File: src/rtl/seq_frame_tx_if.sv
// Handshake and serial-line bundle between a word source and seq_frame_tx.
// Latency: none, wires only.
// Backpressure: the source holds load until it sees ready; load is ignored while busy.
interface seq_frame_tx_if #(
  parameter int DATA_W = 8
);
  logic              load;
  logic [DATA_W-1:0] data_in;
  logic              ready;
  logic              busy;
  logic              out;
  logic              frame_done;

  // Word source side.
  modport master (
    output load, data_in,
    input  ready, busy, out, frame_done
  );

  // Transmitter side.
  modport slave (
    input  load, data_in,
    output ready, busy, out, frame_done
  );
endinterface

File: src/rtl/seq_frame_tx.sv
// Serial frame transmitter: sync pattern, payload MSB-first, optional even parity, idle gap.
// Latency: first sync bit on out one cycle after the accepting edge; all outputs registered.
// Backpressure: ready only in IDLE; load while busy is dropped, never queued.
module seq_frame_tx #(
  parameter int                DATA_W = 8,
  parameter int                SYNC_W = 4,
  parameter logic [SYNC_W-1:0] SYNC   = 4'b1101,
  parameter bit                PARITY = 1'b1,
  parameter int                GAP    = 2
) (
  input logic          clk,
  input logic          rst,
  seq_frame_tx_if.slave bus
);

  // One counter serves the sync, data and gap phases, so size it for the longest.
  localparam int MAX_A = (SYNC_W > DATA_W) ? SYNC_W : DATA_W;
  localparam int MAXC  = (MAX_A > GAP) ? MAX_A : GAP;
  localparam int CW    = $clog2(MAXC + 1);

  localparam logic [CW-1:0] ONE       = CW'(1);
  localparam logic [CW-1:0] SYNC_LAST = CW'(SYNC_W);
  localparam logic [CW-1:0] DATA_LAST = CW'(DATA_W);
  localparam logic [CW-1:0] GAP_LAST  = CW'(GAP);

  typedef enum logic [2:0] {
    ST_IDLE,
    ST_SYNC,
    ST_DATA,
    ST_PAR,
    ST_GAP
  } state_t;

  // Where a frame lands once its last payload/parity bit has been driven.
  localparam state_t        AFTER_STATE = (GAP == 0) ? ST_IDLE : ST_GAP;
  localparam logic [CW-1:0] AFTER_CNT   = (GAP == 0) ? '0 : ONE;

  state_t              state_q, state_d;
  logic                out_q = 1'b0;
  logic                out_d;
  logic [DATA_W-1:0]   shreg_q, shreg_d;
  logic [SYNC_W-1:0]   sync_q, sync_d;
  logic [CW-1:0]       cnt_q, cnt_d;
  logic                par_q, par_d;
  logic                done_q, done_d;

  // cnt counts bits of the current phase already placed on out, so terminal is equality with the phase length.
  always_comb begin
    state_d = state_q;
    out_d   = 1'b0;
    shreg_d = shreg_q;
    sync_d  = sync_q;
    cnt_d   = cnt_q;
    par_d   = par_q;
    done_d  = 1'b0;
    case (state_q)
      ST_IDLE: begin
        if (bus.load) begin
          state_d = ST_SYNC;
          out_d   = SYNC[SYNC_W-1];
          sync_d  = SYNC << 1;
          shreg_d = bus.data_in;
          cnt_d   = ONE;
          par_d   = 1'b0;
        end
      end
      ST_SYNC: begin
        if (cnt_q == SYNC_LAST) begin
          state_d = ST_DATA;
          out_d   = shreg_q[DATA_W-1];
          par_d   = shreg_q[DATA_W-1];
          shreg_d = shreg_q << 1;
          cnt_d   = ONE;
        end else begin
          out_d  = sync_q[SYNC_W-1];
          sync_d = sync_q << 1;
          cnt_d  = cnt_q + ONE;
        end
      end
      ST_DATA: begin
        if (cnt_q == DATA_LAST) begin
          if (PARITY) begin
            state_d = ST_PAR;
            out_d   = par_q;
          end else begin
            state_d = AFTER_STATE;
            cnt_d   = AFTER_CNT;
            done_d  = 1'b1;
          end
        end else begin
          out_d   = shreg_q[DATA_W-1];
          par_d   = par_q ^ shreg_q[DATA_W-1];
          shreg_d = shreg_q << 1;
          cnt_d   = cnt_q + ONE;
        end
      end
      ST_PAR: begin
        state_d = AFTER_STATE;
        cnt_d   = AFTER_CNT;
        done_d  = 1'b1;
      end
      ST_GAP: begin
        if (cnt_q == GAP_LAST) begin
          state_d = ST_IDLE;
          cnt_d   = '0;
        end else begin
          cnt_d = cnt_q + ONE;
        end
      end
      default: begin
        state_d = ST_IDLE;
        cnt_d   = '0;
      end
    endcase
  end

  // State register; reset abandons any frame in flight.
  always_ff @(posedge clk) begin
    if (rst) begin
      state_q <= ST_IDLE;
    end else begin
      state_q <= state_d;
    end
  end

  // Datapath registers; reset clears the word so an abandoned frame never resurfaces.
  always_ff @(posedge clk) begin
    if (rst) begin
      out_q   <= 1'b0;
      shreg_q <= '0;
      sync_q  <= '0;
      cnt_q   <= '0;
      par_q   <= 1'b0;
      done_q  <= 1'b0;
    end else begin
      out_q   <= out_d;
      shreg_q <= shreg_d;
      sync_q  <= sync_d;
      cnt_q   <= cnt_d;
      par_q   <= par_d;
      done_q  <= done_d;
    end
  end

  assign bus.out        = out_q;
  assign bus.frame_done = done_q;
  assign bus.ready      = (state_q == ST_IDLE);
  assign bus.busy       = (state_q != ST_IDLE);

endmodule

File: src/flat_wrapper.sv
// flat-port wrapper written by rule: the top's interface ports become plain ports
module seq_frame_tx_flat 
#(
  parameter int                DATA_W = 8,
  parameter int                SYNC_W = 4,
  parameter logic [SYNC_W-1:0] SYNC   = 4'b1101,
  parameter bit                PARITY = 1'b1,
  parameter int                GAP    = 2
)
  (clk, rst, bus_load, bus_data_in, bus_ready, bus_busy, bus_out, bus_frame_done);
  seq_frame_tx_if #(.DATA_W(DATA_W)) bus_i ();
  input logic clk;
  input logic rst;
  input wire logic [$bits(bus_i.load)-1:0] bus_load;
  input wire logic [$bits(bus_i.data_in)-1:0] bus_data_in;
  output wire logic [$bits(bus_i.ready)-1:0] bus_ready;
  output wire logic [$bits(bus_i.busy)-1:0] bus_busy;
  output wire logic [$bits(bus_i.out)-1:0] bus_out;
  output wire logic [$bits(bus_i.frame_done)-1:0] bus_frame_done;
  assign bus_i.load = bus_load;
  assign bus_i.data_in = bus_data_in;
  assign bus_ready = bus_i.ready;
  assign bus_busy = bus_i.busy;
  assign bus_out = bus_i.out;
  assign bus_frame_done = bus_i.frame_done;
  seq_frame_tx #(.DATA_W(DATA_W), .SYNC_W(SYNC_W), .SYNC(SYNC), .PARITY(PARITY), .GAP(GAP)) u_core (.clk(clk), .rst(rst), .bus(bus_i));
endmodule
File: config.mk
export PLATFORM = sky130hd
export DESIGN_NAME = seq_frame_tx_flat
export DESIGN_NICKNAME = d
export VERILOG_FILES = /design/src/rtl/seq_frame_tx_if.sv /design/src/rtl/seq_frame_tx.sv /design/src/flat_wrapper.sv
export SDC_FILE = /design/constraint.sdc
export NUM_CORES = 1
export LEC_CHECK = 0
export ABC_AREA = 0
export CAP_MARGIN = 20
export CORE_MARGIN = 2
export CORE_UTILIZATION = 53
export CTS_CLUSTER_SIZE = 20
export DETAILED_ROUTE_END_ITERATION = 6
export PLACE_DENSITY_LB_ADDON = 0.12
export SETUP_SLACK_MARGIN = 0.4
export SLEW_MARGIN = 10
export SYNTH_ARGS = -nofsm -noshare
export SYNTH_HDL_FRONTEND = slang
export SYNTH_SLANG_ARGS = --single-unit
export TNS_END_PERCENT = 10
File: constraint.sdc
create_clock -name clk -period 2.08 [get_ports clk]
set_input_delay 0.208 -clock clk [delete_from_list [all_inputs] [get_ports clk]]
set_output_delay 0.208 -clock clk [all_outputs]
set_load 0.05 [all_outputs]
==> results.py <==
metrics = {
    "status": {
        "status": "finished clean",
    },
    "timing": {
        "max_clock_freq_ghz": 0.591,
        "timing.hold.ws_ns": 0.469,
        "worstMarginPinSlew_ns": 0.495,
        "slew_violations": 0,
        "slew_headroom": 0.668,
        "fin_skew_ns": 0.00327,
        "hold_viol": 0,
        "setup_viol": 0,
        "final.period_utilization": 0.814,
        "tns_ns": 0,
        "rsz0062_at_grt": "true",
        "period_needed_ns": 1.69,
    },
    "yosys": {
        "ys_seq_area_frac": 0.332,
        "synthTopCellsByArea": "dfxtp_1 (33%), a311oi_2 (8.3%), o21ai_0 (3.9%)",
        "synth_common_cells": "dfxtp_1 (21), nand2_1 (12), o21ai_0 (10)",
        "synth.net_count": 152,
        "yosys.area.top_type": "dfxtp_1",
        "ys.flop_type": "dfxtp_1",
        "syn_inst": 138,
        "synth_cell_types": 51,
        "yosysTopAreaCellShare": 0.332,
        "synth_area_sq_um": 1270,
        "async_flop_share": 0,
        "synth.most_common_cell": "dfxtp_1",
        "yosys_warnings": 0,
        "avgSynthCellArea_sq_um": 9.18,
        "synth_edf_count": 0,
        "synth_seq_cells": 21,
    },
    "drt": {
        "drt-wirelength-per-cell_microns": 16.8,
        "ant_nets": 0,
        "drc": 0,
        "vias": 1173,
        "routed_wirelength_microns": 3170,
        "drt_iter0_drc": 29,
        "dr.pass1.iters": 4,
        "viasPerCell": 6.21,
    },
    "critical_path": {
        "path_max_fanout": 3,
        "worstPathRequired_ns": 2.29,
        "critPathLaunchType": "register",
        "critPathMaxStageDelay_ns": 0.36,
        "cpLargestDelayFamily": "compound AO/OA/AOI/OAI gates",
        "slowest_stage": "dfxtp_2",
        "worst-path-buf-inv": 2,
        "cp.arrival_ns": 1.91,
        "critPathCaptureType": "register",
        "crit_chain": "inv_4, ha_4, nor3b_4, nor4b_2, buf_4, o31a_4, a221o_1",
        "crit_type": "register to register",
    },
    "grt": {
        "grt_util_all_layers": 0.242,
        "overflow": 0,
        "grt_max_degree": 14,
        "antenna_found_initial": 0,
        "grt_pass1_wl_microns": 4950,
        "grt_pass1_vias": 1064,
    },
    "floorplanning": {
        "dieHeight_microns": 52.9,
        "core-area_sq_um": 2230,
        "die_area_sq_um": 2800,
        "rows": 17,
        "chipWidth_microns": 52.9,
        "ios": 15,
        "start_util": 0.568,
    },
    "cts": {
        "cts_tree": "yes",
        "holdBufCountCts": 0,
        "numCtsBuffers": 3,
        "htree_levels": 1,
        "clkTransAtPathRegs_ns": 0.13,
        "clk_path_buf_depth": 2,
        "cts-root-buf": "clkbuf_4",
        "clock-sinks": 21,
        "clk_latency_ns": 0.31,
    },
    "final_layout": {
        "area_delta_synth_final_pct": 28.1,
        "final_nets": 176,
        "post_layout_nonfiller_instances": 189,
        "drive_above_1_share": 0.342,
        "antenna_cells": 0,
    },
    "power_and_ir_drop": {
        "pwr_density_cell_nw_per_um2": 534,
        "vdd.ir_drop.worst_mv": 0.421,
        "p_leak_nw": 0.589,
        "p_total_w": 0.000867,
    },
    "placement": {
        "dp.cells": 179,
        "dp_hpwl_microns": 2150,
        "place_congestion": 0.779,
        "portBuffers": 14,
    },
    "job": {
        "drv_cap": 0,
    },
    "min_path": {
        "hp-class": "register to register",
    },
}
-- area by class of cell --
cell class / instances / area, sq um
tap: 28 / 35.0
clock buffer: 3 / 22.5
timing repair buffer: 29 / 251
clock inverter: 1 / 5.00
multi-input combinational: 103 / 861
sequential: 21 / 432
fill: 183 / 609
inverter: 4 / 17.5
-- metal layers --
metal / global-route usage / vias up / share of wire
met4: 0.0769 / 0 / 0.0054
li1: - / 567 / -
met3: 0.0254 / 2 / 0.038
met5: 0 / - / 0
met2: 0.410 / 33 / 0.53
met1: 0.322 / 571 / 0.43
-- layout by cell type (no fill, tap or decap), types with 3 or more instances in the layout --
cell type | Yosys | routed
dfxtp_1 | 21 | 16
buf_4 | 2 | 15
nand2_1 | 12 | 12
clkdlybuf4s50_1 | 0 | 11
o21ai_0 | 10 | 10
nor3_1 | 9 | 9
a311oi_2 | 7 | 7
nor2_1 | 5 | 5
a21oi_1 | 7 | 5
nand2b_1 | 4 | 4
nand3b_1 | 3 | 3
nand3_1 | 3 | 3
nor3b_1 | 4 | 3
clkbuf_4 | 0 | 3
dfxtp_2 | 0 | 3
-- worst reg2reg max path: cells and delay by family (launching register included) --
| kind | cells | cell delay [ns] |
|---|---|---|
| flip-flops | 1 | 0.36 |
| adder cells (fa/ha/maj) | 1 | 0.13 |
| buffers and inverters | 2 | 0.23 |
| AO/OA/AOI/OAI | 2 | 0.59 |
| AND/OR/NAND/NOR | 2 | 0.30 |
-- kinds of logic (layout without fill, tap and decap cells) --
logic type / count (synthesis) / after routing / share of synthesized area
flip-flops: 21 / 21 / 0.332
adder cells (fa/ha/maj): 3 / 3 / 0.0296
XOR/XNOR: 2 / 2 / 0.0197
buffers and inverters: 14 / 37 / 0.0622
AO/OA/AOI/OAI: 41 / 41 / 0.276
AND/OR/NAND/NOR: 56 / 56 / 0.272
multiplexers: 1 / 1 / 0.00790
-- worst paths after layout --
check	slack, ns	cells after the start	end	startpoint
setup / recovery	0.39	7	u_core.cnt_q[2]	u_core.cnt_q[0]
setup reg to reg	0.39	7	u_core.cnt_q[2]	u_core.cnt_q[0]
hold / removal	0.47	2	u_core.sync_q[1]	u_core.sync_q[1]
hold reg to reg	0.47	2	u_core.sync_q[1]	u_core.sync_q[1]
-- flip-flops by register name, indices dropped and copies added (netlist names) --
name and flops:
u_core.sync_q 3, u_core.bus.out 1, u_core.par_q 1, u_core.state_q 3
u_core.cnt_q 4, u_core.bus.frame_done 1, u_core.shreg_q 8
-- report_power, final --
group	switching, W	total, W	internal [W]
registers	0.0000241	0.000451	0.000427
clock network	0.000140	0.000212	0.0000718
logic	0.000108	0.000204	0.0000953
-- per-stage QoR --
stage	setup slack (ns)	util	area, sq um
floorplan	0.429	-	1270
global placement	0.251	0.648	1450
detailed placement	0.175	0.648	1450
CTS	0.389	0.688	1540
global route	0.325	0.727	1620
finish	0.387	0.727	1620
-- repair_timing --
action / in CTS / in global routing
setup endpoints to repair: 13 / 14
setup buffers: 4 / 1
cloned: 0 / 1
resized for setup: 13 / 17
pin swaps: 0 / 3
No activity file was read; power rests on OpenSTA's default activity.
